==> config.mk <==
export PLATFORM = sky130hd
export DESIGN_NAME = clk_div_bank
export DESIGN_NICKNAME = d
export VERILOG_FILES = /design/src/rtl/clk_div_bank.sv
export SDC_FILE = /design/constraint.sdc
export NUM_CORES = 1
export LEC_CHECK = 0
export BUFFER_PORTS_ARGS = -buffer_cell sky130_fd_sc_hd__buf_2
export CAP_MARGIN = 15
export CORE_ASPECT_RATIO = 1.1
export CORE_UTILIZATION = 32
export DETAILED_ROUTE_END_ITERATION = 8
export GPL_ROUTABILITY_DRIVEN = 0
export GPL_TIMING_DRIVEN = 0
export PLACE_DENSITY = 0.47
export SKIP_LAST_GASP = 1
export SYNTH_ARGS = -nofsm -noshare
export SYNTH_HDL_FRONTEND = slang
export SYNTH_SLANG_ARGS = --single-unit
==> constraint.sdc <==
create_clock -name clk -period 7.85 [get_ports clk]
set_clock_uncertainty 0.05 [all_clocks]
set_input_delay 0.3925 -clock clk [delete_from_list [all_inputs] [get_ports clk]]
set_output_delay 0.3925 -clock clk [all_outputs]
set_load 0.05 [all_outputs]
==> src/rtl/clk_div_bank.sv <==
`default_nettype none
// ============================================================================
//  Module      : clk_div_bank
//  Description : Bank of N_CH independent programmable clock dividers. Each
//                channel produces a one-cycle tick every D enabled cycles and
//                a 50% square wave that toggles on each tick. A channel runs
//                either periodically or as a one-shot that disarms itself.
//  Revision    : 1.0 - initial release
// ============================================================================
module clk_div_bank #(
  parameter int N_CH    = 4,
  parameter int CNT_W   = 20,
  parameter int DEF_DIV = 100_000,
  localparam int CH_W   = (N_CH > 1) ? $clog2(N_CH) : 1
) (
  input  logic              clk,
  input  logic              rst,
  input  logic [N_CH-1:0]   i_en,
  input  logic              i_wr_en,
  input  logic [CH_W-1:0]   i_wr_ch,
  input  logic [CNT_W-1:0]  i_wr_div,
  input  logic              i_wr_mode,
  output logic [N_CH-1:0]   o_tick,
  output logic [N_CH-1:0]   o_clk_out,
  output logic [N_CH-1:0]   o_armed
);

  localparam logic [CNT_W-1:0] c_DEF_DIV = CNT_W'(DEF_DIV);
  localparam logic [CNT_W-1:0] c_ONE     = CNT_W'(1);
  localparam logic [CNT_W-1:0] c_ZERO    = '0;

  for (genvar gi = 0; gi < N_CH; gi++) begin : g_ch
    // Channel index in write-select width; indices >= N_CH never match any
    // channel, so out-of-range writes fall through untouched.
    localparam logic [CH_W-1:0] c_IDX = CH_W'(gi);

    logic [CNT_W-1:0] r_div;
    logic [CNT_W-1:0] r_cnt;
    logic             r_mode;
    logic             r_tick;
    logic             r_clk;
    logic             r_armed;

    logic             w_wr_hit;
    logic             w_run;
    logic             w_term;

    assign w_wr_hit = i_wr_en && (i_wr_ch == c_IDX);
    // A zero divisor halts the channel; it also keeps div-1 from wrapping.
    assign w_run    = i_en[gi] && r_armed && (r_div != c_ZERO);
    // ">=" rather than "==" so a count left above a newly shortened divisor
    // still reaches terminal count on the next enabled edge.
    assign w_term   = (r_cnt >= (r_div - c_ONE));

    // Channel state: reset, then configuration write, then counting.
    always_ff @(posedge clk) begin
      if (rst) begin
        r_div   <= c_DEF_DIV;
        r_mode  <= 1'b0;
        r_cnt   <= c_ZERO;
        r_tick  <= 1'b0;
        r_clk   <= 1'b0;
        r_armed <= 1'b1;
      end else if (w_wr_hit) begin
        r_div   <= i_wr_div;
        r_mode  <= i_wr_mode;
        r_cnt   <= c_ZERO;
        r_tick  <= 1'b0;
        r_clk   <= 1'b0;
        r_armed <= 1'b1;
      end else if (w_run) begin
        if (w_term) begin
          r_cnt  <= c_ZERO;
          r_tick <= 1'b1;
          r_clk  <= ~r_clk;
          if (r_mode) begin
            r_armed <= 1'b0;
          end
        end else begin
          r_cnt  <= r_cnt + c_ONE;
          r_tick <= 1'b0;
        end
      end else begin
        r_tick <= 1'b0;
      end
    end

    assign o_tick[gi]    = r_tick;
    assign o_clk_out[gi] = r_clk;
    assign o_armed[gi]   = r_armed;
  end

endmodule
`default_nettype wire

==> results.yml <==
layout:
  fillers: 3427
  finalNonFillerCells: 1756
  layout-drive-gt1-share_pct: 7.87
  mostFrequentLayoutCells: "nand2_1 (243), dfxtp_1 (176), nor2_1 (112), a21oi_1 (105), ha_1 (92)"
  area_growth_pct: 12.8
  layout_commonest_cell: "nand2_1"
  nets: 1443
floorplanning:
  core_mm2: 0.0313
  ios: 42
  start_util_pct: 32.5
  rows: 68
  fp.dieW_um: 172
  die_y_um: 189
  fp.dieArea_mm2: 0.0325
setup_path:
  r2r_slack_ps: 3650
  crit_top_cell: "nor4_1"
  cp_max_fo: 10
  cp_slowest_stage_delay_ps: 480
  cp_num_buf_inv: 1
  worst_setup_path_end_kind: "flop"
  cp-start-kind: "flop"
  critical-path-top-delay-family: "simple AND/OR/NAND/NOR gates"
  crit_slowest_cell: "nor4_1"
  worst_ep_arrival_time_ps: 4450
  crit_chain: "nor4_1, nand2b_1, or3_1, nor4_1, nor2b_1, xnor2_1, ha_1, nand4_1, nor4_1, a221o_1, a211o_1, a41o_1, clkbuf_1, nor2_1"
  critPathKind: "reg2reg"
  required_ps: 8100
global_route:
  overflow: 0
  grt_first_pass_wirelength_mm: 43.9
  track_usage_pct: 17.4
  grt_pass1_vias: 8283
  grt_max_degree: 17
  antenna_found_initial: 2
synthesis:
  ys_warn_count: 0
  syn_area_mm2: 0.0102
  synthCells: 1262
  yosysUniqueCellTypes: 58
  synthFlopType: "dfxtp_1"
  synthArstFlopShare_pct: 0
  synth-seq-cells: 176
  seq_area_frac_synth_pct: 34.6
  syn_avg_cell_area_um2: 8.07
  synth-edff-count: 0
  syn_nets: 1384
clocking:
  path_clk_slew_ps: 70
  hold_buffers: 0
  clockBufferDepth: 2
  cts_tree: "built"
  insertion_delay_ps: 440
  cts-buffers-inserted: 17
  cts_sinks: 176
  root_buffer: "clkbuf_16"
  postCtsSetupRepairBufs: 0
  htree_levels: 4
  cts_resized: 0
hold_path:
  hold_class: "in2reg"
drt:
  routedWlPerCell_um: 15.3
  drt-total-wl_mm: 26.9
  drcViolationCount: 0
  drtPass1Iterations: 4
  avgViaCountPerCell: 4.84
  ant_nets: 0
  via_count: 8492
  drt_iter0_markers: 318
timing:
  rsz0062_at_grt: "no"
  fin_crit_ps: 4200
  finalSetupTns_ps: 0
  fmax_mhz: 238
  finalHoldViolations: 0
  setup_viol: 0
  maxSlewViolCount: 0
  slew_headroom_pct: 45.5
  period_share_pct: 53.5
  tightest_slew_ps: 816
placed_design:
  io_buffers: 40
  dp_hpwl_mm: 20.6
  dp.cells: 1722
flow_run:
  maxCapViolCount: 0
power_and_ir_drop:
  irDropWorstVdd_v: 0.000116
  p_leak_uw: 0.00430
  p_per_area_mw_per_mm2: 172
status:
  outcome: "finished, final reports clean"
-- synth_stat cells, types with 17 or more instances --
cell | n | share of area (%)
nand2_1 | 243 | 9.0
dfxtp_1 | 176 | 35
nor2_1 | 112 | 4.1
a21oi_1 | 105 | 5.2
ha_1 | 92 | 11
xnor2_1 | 83 | 7.1
xor2_1 | 58 | 5.0
nor3_1 | 43 | 2.1
clkbuf_1 | 38 | 1.4
nand4_1 | 38 | 2.3
nand3_1 | 32 | 1.6
nand3b_1 | 28 | 2.1
nor4_1 | 25 | 1.5
inv_1 | 24 | 0.88
o21ai_0 | 20 | 0.98
and3_1 | 19 | 1.2
or3_1 | 17 | 1.0
-- tightest hold or removal path: cells and delay by family --
| kind | cells | cell delay [ps] |
|---|---|---|
| buffers and inverters | 1 | 150 |
| AND/OR/NAND/NOR | 1 | 70 |
| AO/OA/AOI/OAI | 1 | 50 |
-- layout make-up --
class / instances / area [um^2] / share of cell area [%]
Multi-Input combinational cell: 1003 / 6280 / 54.7
Sequential cell: 176 / 3520 / 30.7
Tap cell: 420 / 526 / 4.58
Clock buffer: 18 / 439 / 3.82
Buffer: 59 / 289 / 2.52
Timing Repair Buffer: 40 / 200 / 1.74
Clock inverter: 14 / 130 / 1.13
Inverter: 24 / 90.1 / 0.784
Antenna cell: 2 / 5.00 / 0.0436
-- where the power goes --
part	leakage (uW)	internal, uW	total [uW]	switching (uW)
logic	0.00259	69.0	184	115
clock network	0.000278	451	846	395
registers	0.00143	913	941	27.8
-- kinds of logic (layout without fill, tap and decap cells) --
logic type,Yosys count,in the layout,share of synthesized area (%)
simple gates,606,606,28.6
fa+ha+maj,92,92,11.3
compound gates,162,162,9.43
flops,176,176,34.6
buf+inv,83,155,3.72
xor+xnor,141,141,12.1
other cells,0,2,0
mux,2,2,0.197
-- path summary, 6_finish.rpt --
kind,from,end,cells past startpoint
worst max-delay path,g_ch[2].r_div[5]$_SDFFE_PP1P_,g_ch[2].r_cnt[9]$_SDFFE_PP0P_,14
worst min-delay path,i_wr_mode,g_ch[1].r_mode$_SDFFE_PP0P_,3
worst max register to register,g_ch[2].r_div[5]$_SDFFE_PP1P_,g_ch[2].r_cnt[9]$_SDFFE_PP0P_,14
worst min register to register,g_ch[1].r_mode$_SDFFE_PP0P_,g_ch[1].r_armed$_SDFFE_PP1P_,1
-- stage by stage --
stage | instance area [um^2] | power (uW) | worst slack (ps) | util (%) | hold WS [ps]
2_1_floorplan | 10200 | 1080 | 4320 | - | 357
3_3_place_gp | 10900 | 1140 | 3660 | 34.9 | 371
3_5_place_dp | 10900 | 1150 | 3650 | 34.9 | 373
5_1_grt | 11500 | 2060 | 3250 | 36.7 | 208
4_1_cts | 11500 | 2000 | 3630 | 36.7 | 205
6_report | 11500 | 1970 | 3650 | 36.7 | 218
-- registers in the layout, summed over array words and instances, names as in the netlist --
register,flops
g_ch.r_armed,4
g_ch.r_clk,4
g_ch.r_cnt,80
g_ch.r_div,80
g_ch.r_mode,4
g_ch.r_tick,4
-- routing by layer --
metal | track usage [%] | wire [um]
met2 | 28.6 | 12600
met1 | 22.7 | 12900
met5 | 0 | 0
met3 | 2.47 | 582
met4 | 7.11 | 792
(Power assumes the default switching activity.)
